[src/rtl/mem_wb_writeback.sv]
// rtl/mem_wb_writeback.sv - MEM/WB stage register and GPR write-port driver
//
// Captures the MEM-stage result, waits for possibly late load data, aligns
// and extends it, and issues at most one register-file write per instruction.
//
// Parameters:
//   LOAD_TIMEOUT   cycles spent in LOAD_WAIT before BUS_ERR (1..255)
// Optional feature:
//   WB_RETIRE_CNT_EN  adds RETIRE_CNT[31:0], a count of retired instructions
// Ports:
//   CLK, RST              clock, synchronous active-low reset
//   STALL, FLUSH          hold / invalidate the WB stage (FLUSH wins)
//   MEM_*                 MEM-stage instruction fields captured into WB
//   DRAM_RVALID/RDATA     load data return from data RAM
//   GPR_WE/WADDR/WDATA    register-file write port (addr/data zero when idle)
//   STALL_REQ             WB is waiting for load data, freeze upstream
//   BUS_ERR, ADDR_ERR     one-cycle error pulses, no write issued

module mem_wb_writeback #(
   parameter int unsigned LOAD_TIMEOUT = 16
) (
   input  logic        CLK,
   input  logic        RST,
   input  logic        STALL,
   input  logic        FLUSH,
   input  logic        MEM_VALID,
   input  logic        MEM_WE,
   input  logic [4:0]  MEM_WADDR,
   input  logic [31:0] MEM_WDATA,
   input  logic        MEM_LOAD,
   input  logic [2:0]  MEM_LOAD_TYPE,
   input  logic [1:0]  MEM_BYTE_OFF,
   input  logic        DRAM_RVALID,
   input  logic [31:0] DRAM_RDATA,
   output logic        GPR_WE,
   output logic [4:0]  GPR_WADDR,
   output logic [31:0] GPR_WDATA,
   output logic        STALL_REQ,
   output logic        BUS_ERR,
   output logic        ADDR_ERR
`ifdef WB_RETIRE_CNT_EN
   ,
   output logic [31:0] RETIRE_CNT
`endif
);

   typedef enum logic [1:0] {S_IDLE, S_ACTIVE, S_LOAD_WAIT, S_DONE} state_e;

   localparam logic [7:0] TIMEOUT_C = 8'(LOAD_TIMEOUT);

   state_e      state_q, state_d;
   logic [7:0]  cnt_q, cnt_d;
   logic        we_q, load_q;
   logic [4:0]  waddr_q;
   logic [31:0] wdata_q;
   logic [2:0]  ltype_q;
   logic [1:0]  off_q;

   logic        capture;
   logic        wr_en;
   logic        wr_ok;
   logic        misaligned;
   logic [7:0]  ld_byte;
   logic [15:0] ld_half;
   logic [31:0] ld_data;
   logic [31:0] wr_data;
   logic        stall_req;
   logic        bus_err;
   logic        addr_err;

   assign wr_ok = we_q & (waddr_q != 5'd0);

   // Load alignment and extension from the captured type/offset.
   always_comb begin
      ld_byte    = DRAM_RDATA[{off_q, 3'b000} +: 8];
      ld_half    = DRAM_RDATA[{off_q[1], 4'b0000} +: 16];
      ld_data    = 32'd0;
      misaligned = 1'b1;
      case (ltype_q)
         3'b000: begin ld_data = {{24{ld_byte[7]}}, ld_byte};  misaligned = 1'b0;           end
         3'b001: begin ld_data = {{16{ld_half[15]}}, ld_half}; misaligned = off_q[0];       end
         3'b011: begin ld_data = DRAM_RDATA;                   misaligned = (off_q != 2'd0); end
         3'b100: begin ld_data = {24'd0, ld_byte};             misaligned = 1'b0;           end
         3'b101: begin ld_data = {16'd0, ld_half};             misaligned = off_q[0];       end
         default: begin ld_data = 32'd0;                       misaligned = 1'b1;           end
      endcase
   end

   always_comb begin
      state_d   = state_q;
      cnt_d     = cnt_q;
      wr_en     = 1'b0;
      wr_data   = wdata_q;
      stall_req = 1'b0;
      bus_err   = 1'b0;
      addr_err  = 1'b0;
      capture   = 1'b0;

      case (state_q)
         S_ACTIVE: begin
            if (!load_q) begin
               wr_en   = wr_ok;
               state_d = S_DONE;
            end else if (misaligned) begin
               addr_err = 1'b1;
               state_d  = S_DONE;
            end else if (DRAM_RVALID) begin
               wr_en   = wr_ok;
               wr_data = ld_data;
               state_d = S_DONE;
            end else begin
               stall_req = 1'b1;
               state_d   = S_LOAD_WAIT;
               cnt_d     = 8'd1;
            end
         end
         S_LOAD_WAIT: begin
            stall_req = 1'b1;
            if (DRAM_RVALID) begin
               wr_en   = wr_ok;
               wr_data = ld_data;
               state_d = S_DONE;
               cnt_d   = 8'd0;
            end else if (cnt_q == TIMEOUT_C) begin
               bus_err = 1'b1;
               state_d = S_DONE;
               cnt_d   = 8'd0;
            end else begin
               cnt_d = cnt_q + 8'd1;
            end
         end
         default: ;
      endcase

      // Stage-register update overrides the per-state progression: a flush
      // drops whatever is in WB; a free-running stage takes the next instr.
      if (FLUSH) begin
         state_d = S_IDLE;
         cnt_d   = 8'd0;
      end else if (!(STALL || stall_req)) begin
         capture = 1'b1;
         state_d = MEM_VALID ? S_ACTIVE : S_IDLE;
         cnt_d   = 8'd0;
      end
   end

   always_ff @(posedge CLK) begin
      if (!RST) begin
         state_q <= S_IDLE;
         cnt_q   <= 8'd0;
         we_q    <= 1'b0;
         load_q  <= 1'b0;
         waddr_q <= 5'd0;
         wdata_q <= 32'd0;
         ltype_q <= 3'd0;
         off_q   <= 2'd0;
      end else begin
         state_q <= state_d;
         cnt_q   <= cnt_d;
         if (capture) begin
            we_q    <= MEM_WE;
            load_q  <= MEM_LOAD;
            waddr_q <= MEM_WADDR;
            wdata_q <= MEM_WDATA;
            ltype_q <= MEM_LOAD_TYPE;
            off_q   <= MEM_BYTE_OFF;
         end
      end
   end

   assign GPR_WE    = wr_en;
   assign GPR_WADDR = wr_en ? waddr_q : 5'd0;
   assign GPR_WDATA = wr_en ? wr_data : 32'd0;
   assign STALL_REQ = stall_req;
   assign BUS_ERR   = bus_err;
   assign ADDR_ERR  = addr_err;

`ifdef WB_RETIRE_CNT_EN
   logic        retire;
   logic [31:0] retire_cnt_q;

   // Retirement covers r0/no-write instructions but not errors or flushes.
   assign retire = !FLUSH &&
                   (((state_q == S_ACTIVE) && (!load_q || (!misaligned && DRAM_RVALID))) ||
                    ((state_q == S_LOAD_WAIT) && DRAM_RVALID));

   always_ff @(posedge CLK) begin
      if (!RST) begin
         retire_cnt_q <= 32'd0;
      end else if (retire) begin
         retire_cnt_q <= retire_cnt_q + 32'd1;
      end
   end

   assign RETIRE_CNT = retire_cnt_q;
`endif

endmodule
[config.mk]
export PLATFORM = sky130hd
export DESIGN_NAME = mem_wb_writeback
export DESIGN_NICKNAME = d
export VERILOG_FILES = /design/src/rtl/mem_wb_writeback.sv
export SDC_FILE = /design/constraint.sdc
export NUM_CORES = 1
export LEC_CHECK = 0
export BUFFER_PORTS_ARGS = -buffer_cell sky130_fd_sc_hd__buf_2
export CELL_PAD_IN_SITES_DETAIL_PLACEMENT = 0
export CELL_PAD_IN_SITES_GLOBAL_PLACEMENT = 1
export CORE_MARGIN = 2
export CORE_UTILIZATION = 37
export CTS_BUF_LIST = sky130_fd_sc_hd__clkbuf_4 sky130_fd_sc_hd__clkbuf_8
export DETAILED_ROUTE_END_ITERATION = 7
export GPL_ROUTABILITY_DRIVEN = 0
export PLACE_DENSITY_LB_ADDON = 0.25
export SYNTH_ARGS = -nofsm -noshare
export SYNTH_HDL_FRONTEND = slang
export SYNTH_SLANG_ARGS = --single-unit
[constraint.sdc]
create_clock -name CLK -period 2.4 [get_ports CLK]
set_input_delay 0.12 -clock CLK [delete_from_list [all_inputs] [get_ports CLK]]
set_output_delay 0.12 -clock CLK [all_outputs]
set_load 0.005 [all_outputs]
==> run_results.csv, run 1 <==
group,metric,value,unit
logic_synthesis,async_reset_ff_share,0,%
logic_synthesis,synth_top_area_share,29.2,%
global_routing,grt_overflow,0,
detailed_routing,dr.first_iter.drc_count,297,
setup_path,start_kind,"register",
logic_synthesis,synthTopCellsByArea,"dfxtp_1 29%, nand2_1 12%, a21boi_1 8.1%",
global_routing,grt_pass1_vias,3970,
die,die_height,104,µm
sta,setup_ws,-1.20,ps
clock_network,numCtsBuffers,5,
setup_path,path_common_cell,"buf_4",
setup_path,cpPeakStageDelay,410,ps
logic_synthesis,ys_ff_latch,54,
sta,drv_slew,0,
setup_path,path_cells,"or3b_4 -> buf_4 -> a211oi_2 -> o21ai_2 -> buf_4 -> o32ai_2 -> buf_2",
clock_network,cts_max_level,2,
setup_path,ff2ff_setup_slack,300,ps
logic_synthesis,yosysSeqAreaShare,29.2,%
global_routing,grt_pass1_wl,19200,µm
clock_network,cts_hold_buf,0,
global_routing,grt_max_degree,33,
power,power_density,448,mW/mm²
die,ioPinCount,123,
logic_synthesis,synth.distinct_cells,57,
logic_synthesis,yosys.area.top_type,"dfxtp_1",
power,p_leak,2.03,nW
die,initial_core_util,38.0,%
logic_synthesis,yosys_warnings,0,
min_path,min_to,"wdata_q[1]$_SDFFE_PN0P_",
final_layout,fillers,1029,
final_layout,diodes,0,
sta,fin_crit_sh,100,%
placement,dp_hpwl,9120,µm
detailed_routing,wire_per_inst,16.1,µm
final_layout,syn2layout_area_growth,32.0,%
power,ir_drop,0.255,mV
die,coreArea,0.00973,mm²
logic_synthesis,synth.most_common_cell,"nand2_1",
sta,min_period,2400,ps
sta,tns,-1.20,ps
placement,placed_cells,754,
sta,relSlewSlack,53.7,%
placement,io_buffers,122,
detailed_routing,dr.pass1.iters,5,
die,die_x,104,µm
logic_synthesis,syn_avg_cell_area,7.22,µm²
final_layout,drive_above_1_share,32.2,%
placement,place_ws,166,ps
clock_network,clk_pin_slew,110,ps
logic_synthesis,syn_inst,512,
sta,worst-slew-pin-transition,689,ps
detailed_routing,dr_total_vias,4175,
setup_path,worstSetupPathType,"register to primary output",
logic_synthesis,synth_edf_count,0,
setup_path,arrival,2280,ps
setup_path,r2r_end,"cnt_q[0]$_SDFFE_PP0P_",
min_path,hold_depth,3,
clock_network,cts_root_buf,"clkbuf_8",
power,total_power,0.00219,W
sta,rsz0062_at_grt,"yes",
setup_path,worstPathRequired,2280,ps
clock_network,cts_tree,"done",
global_routing,grt_usage,21.5,%
sta,setup_viol,1,
outcome,outcome,"complete, but fails checks",
setup_path,cp-end-kind,"primary output",
detailed_routing,drcViolationCount,0,
setup_path,cpMaxStageDelayCell,"or3b_4",
setup_path,rr_startpoint,"off_q[1]$_SDFFE_PN0P_",
min_path,min_from,"MEM_WDATA[1]",
clock_network,clock_sinks,54,
logic_synthesis,syn-num-nets,599,
sta,hold_slack,20.3,ps
logic_synthesis,synth_top_flop_cell,"dfxtp_1",
sta,finClkSkew,11.8,ps
clock_network,insertion_delay,320,ps
flow_run,maxCapViolCount,0,
detailed_routing,ant_nets,0,
setup_path,critPathMaxFanout,6,
logic_synthesis,synth.top_cells.by_count,"123 x nand2_1, 54 x dfxtp_1, 40 x a21boi_1",
logic_synthesis,synth_area,0.00370,mm²
die,die_area,0.0108,mm²
detailed_routing,via_per_inst,5.37,
detailed_routing,wl,12600,µm
setup_path,r2r_cells,7,
final_layout,stdcell_count,778,
sta,clock.fmax,416,MHz
final_layout,nNetsFinal,731,
global_routing,antenna_found_initial,0,
sta,timing.final.hold_violations,0,
clock_network,clock_path_buffers,2,
min_path,min_path_type,"primary input to register",
outcome,violations,"setup timing",
die,std_cell_rows,36,
[cell usage in the layout (no fill, tap or decap), types with 3 or more instances in the layout]
cell type  netlist  layout
dfxtp_2          0       3
a211o_1          4       4
a221o_1          6       6
o21ai_0         20      18
nor2b_1          5       3
and2_1          21      21
clkbuf_8         0       5
nand3_1          7       7
mux2i_1         11      11
buf_4            0      31
buf_6            6       3
o21ai_1         17      12
nand3b_1         4       4
ha_1             5       3
buf_2           16     122
a21boi_0         5       5
o21ai_2          0       7
nand2b_1         7       7
inv_1           15      13
nor3_1           7       7
dfxtp_4          0       3
a21oi_1         39      38
buf_12           0       3
nand2_1        123     123
a22oi_1         13      13
a21boi_1        40      40
dfxtp_1         54      48
nor2_1          27      26
[flip-flops by register name, summed over array words and instances (netlist names)]
| signal | cells |
|---|---|
| wdata_q | 32 |
| cnt_q | 8 |
| waddr_q | 5 |
| ltype_q | 3 |
| off_q | 2 |
| state_q | 2 |
| load_q | 1 |
| we_q | 1 |
[metrics by stage]
stage               util, %  cell area, µm²
global route           50.2            4880
global placement       46.1            4490
finish                 50.2            4880
CTS                    47.8            4650
detailed placement     46.1            4490
floorplan                 -            3700
[worst max path at each step]
stage	from	end	slack [ps]	cells past startpoint
after floorplan	state_q[0]$_SDFFE_PP0P_	load_q$_SDFFE_PN0P_	440	9
after global routing	ltype_q[0]$_SDFFE_PN0P_	GPR_WDATA[15]	-70	6
after CTS	state_q[1]$_SDFFE_PP0P_	GPR_WDATA[19]	-0.5	9
after detailed placement	off_q[1]$_SDFFE_PN0P_	GPR_WDATA[6]	170	6
final	off_q[1]$_SDFFE_PN0P_	GPR_WDATA[4]	-1	7
after global placement	off_q[1]$_SDFFE_PN0P_	GPR_WDATA[6]	160	6
[critical path: cells and delay by family, from the launching register on]
family                 cells  cell delay, ps
DFF                        1             390
AOI/OAI and AO/OA          3             690
buffers and inverters      3             480
and+or+nand+nor            1             410
[timing repair]
action | CTS | global route
buffers inserted | 0 | 14
resized for setup | 10 | 29
setup endpoints to repair | 32 | 37
cloned | 0 | 2
pin swaps | 0 | 12
[kinds of logic after synthesis]
family | synth area share (%)
fa+ha+maj | 1.69
mux | 3.89
flops | 29.2
compound gates | 32.5
buf+inv | 7.04
simple gates | 25.6
[routing by layer]
layer  GRT usage, %  up-vias  share of wire (%)
met4           7.53        0                3.1
met2           35.3      141                 47
li1               -     2049                  -
met1           28.2     1953                 44
met5              0        -                  0
met3           4.20       32                5.7
[report_power, final]
| group | leakage (nW) | internal [W] | switching, W |
|---|---|---|---|
| clock | 0.0683 | 0.000418 | 0.000335 |
| sequential | 0.444 | 0.000932 | 0.0000313 |
| combinational | 1.52 | 0.000210 | 0.000261 |
| total | 2.03 | 0.00156 | 0.000627 |
[layout make-up]
type                       count  area (µm²)  area share [%]
clock inverter                 3        68.8            1.41
timing repair buffer         162         972            19.9
sequential                    54        1100            22.5
inverter                      15        56.3            1.15
tap                          133         166            3.41
multi-input combinational    406        2450            50.2
clock buffer                   5        68.8            1.41
No activity file was read; power rests on OpenSTA's default activity.
==> run 2: changes to the inputs <==
- CORE_ASPECT_RATIO: default -> 0.75
==> run_results.csv, run 2 (synthesis results as in run 1) <==
group,metric,value,unit
die,die_area,0.0108,mm²
setup_path,cpMaxStageDelayCell,"or3b_4",
power,total_power,0.00201,W
global_routing,grt_pass1_vias,3663,
die,ioPinCount,123,
die,die_x,119,µm
final_layout,largest_register_ffs,32,
setup_path,r2r_end,"ltype_q[2]$_SDFFE_PN0P_",
detailed_routing,via_per_inst,5.33,
global_routing,grt.met2_usage,32.4,%
min_path,hold_depth,3,
final_layout,drive_above_1_share,31.3,%
clock_network,cts_root_buf,"clkbuf_8",
global_routing,antenna_found_initial,0,
sta,finClkSkew,6.08,ps
power,power_density,414,mW/mm²
final_layout,largestRegisters,"wdata_q (32), cnt_q (8), waddr_q (5)",
final_layout,multi_input_area,0.00250,mm²
setup_path,arrival,2230,ps
power,p_leak,1.99,nW
global_routing,grt_max_degree,42,
global_routing,grt_pass1_wl,19500,µm
sta,tns,0,ps
detailed_routing,wl,12600,µm
global_routing,met3_usage,4.55,%
sta,fin_crit_sh,98.1,%
setup_path,crit_buf_inv,2,
min_path,min_to,"wdata_q[28]$_SDFFE_PN0P_",
setup_path,ff2ff_setup_slack,180,ps
global_routing,grt_overflow,0,
sta,setup_viol,0,
final_layout,nNetsFinal,724,
die,std_cell_rows,31,
global_routing,grt_use_met1,34.0,%
global_routing,grt.busiest_layer,"met1",
placement,dp_hpwl,9410,µm
sta,drv_slew,0,
setup_path,cp-end-kind,"primary output",
die,die_height,90.6,µm
die,initial_core_util,38.1,%
sta,timing.final.hold_violations,0,
clock_network,clock_sinks,54,
clock_network,clk_pin_slew,100,ps
setup_path,cpPeakStageDelay,400,ps
setup_path,rr_startpoint,"state_q[0]$_SDFFE_PP0P_",
min_path,min_from,"MEM_WDATA[28]",
setup_path,path_delay_family,"compound AO/OA/AOI/OAI gates",
final_layout,seq_area,0.00110,mm²
setup_path,start_kind,"register",
clock_network,numCtsBuffers,5,
final_layout,layout_common_cells,"122 x nand2_1, 122 x buf_2, 47 x dfxtp_1, 41 x a21boi_1, 37 x a21oi_1",
min_path,min_path_type,"primary input to register",
detailed_routing,drcViolationCount,0,
detailed_routing,wire_per_inst,16.4,µm
clock_network,clock_path_buffers,2,
final_layout,syn2layout_area_growth,31.0,%
setup_path,r2r_cells,10,
sta,clock.fmax,425,MHz
outcome,outcome,"finished, final reports clean",
sta,min_period,2350,ps
die,coreArea,0.00970,mm²
final_layout,largest_register,"wdata_q",
sta,rsz0062_at_grt,"yes",
detailed_routing,dr.pass1.iters,5,
detailed_routing,dr_total_vias,4104,
placement,io_buffers,122,
setup_path,worstSetupPathType,"register to primary output",
final_layout,diodes,0,
final_layout,fillers,1016,
sta,worst-slew-pin-transition,678,ps
sta,relSlewSlack,54.8,%
setup_path,critPathMaxFanout,7,
setup_path,critical_path_depth,7,
detailed_routing,ant_nets,0,
flow_run,maxCapViolCount,0,
setup_path,worstPathRequired,2280,ps
setup_path,path_cells,"or3b_4 -> a211o_1 -> a21oi_4 -> clkbuf_16 -> o21ai_1 -> a21oi_1 -> buf_2",
power,ir_drop,0.221,mV
clock_network,insertion_delay,330,ps
clock_network,cts_tree,"done",
detailed_routing,dr.first_iter.drc_count,295,
clock_network,cts_max_level,2,
global_routing,grt_usage,22.5,%
run 2: worst max path at each step:
stage / from / slack, ps / end
final: ltype_q[2]$_SDFFE_PN0P_ / 50 / GPR_WDATA[24]
after global routing: state_q[1]$_SDFFE_PP0P_ / -70 / GPR_WDATA[9]
after CTS: state_q[0]$_SDFFE_PP0P_ / 20 / GPR_WDATA[7]
after detailed placement: off_q[1]$_SDFFE_PN0P_ / 130 / GPR_WDATA[7]
after global placement: off_q[1]$_SDFFE_PN0P_ / 150 / GPR_WDATA[7]
after floorplan: state_q[0]$_SDFFE_PP0P_ / 440 / load_q$_SDFFE_PN0P_
run 2: worst reg2reg max path: cells and delay by family (launching register included):
kind,cells,cell delay [ps]
compound gates,3,780
fa+ha+maj,1,310
buf+inv,5,610
flops,1,380
simple gates,1,70
run 2: power by group:
group,switching [W],internal [W],total [W]
registers,0.0000336,0.000931,0.000965
logic,0.000266,0.000210,0.000475
clock network,0.000330,0.000238,0.000569
run 2: layout make-up:
| class | count | area share [%] |
|---|---|---|
| repair buffers | 155 | 19.2 |
| clock buffers | 6 | 1.70 |
| clock inverters | 2 | 0.361 |
| well taps | 132 | 3.41 |
| multi-input cells | 406 | 51.5 |
| inverters | 15 | 1.16 |
| flip-flops and latches | 54 | 22.7 |
run 2: routing by layer:
metal / vias up / share of wire, %
met5: - / 0
met4: 0 / 1.7
met3: 17 / 5.9
met2: 132 / 44
met1: 1918 / 49
li1: 2037 / -
run 2: timing repair:
| item | in CTS | in global routing |
|---|---|---|
| hold buffers | 0 | 0 |
| resized for setup | 14 | 29 |
| gates cloned | 0 | 1 |
| pin swaps | 2 | 21 |
| buffers inserted | 0 | 5 |
| setup endpoints to repair | 37 | 38 |
run 2: metrics by stage:
step | worst slack [ps] | utilization (%) | area, µm² | std cells | hold slack, ps
final | 46.6 | 50.0 | 4850 | 770 | 18.5
after CTS | 15.8 | 48.0 | 4660 | 764 | 12.1
after detailed placement | 134 | 46.5 | 4510 | 756 | 367
after global routing | -74.6 | 50.0 | 4850 | 770 | 9.13
after floorplan | 442 | - | 3700 | 512 | 255
after global placement | 151 | 46.5 | 4510 | 756 | 360
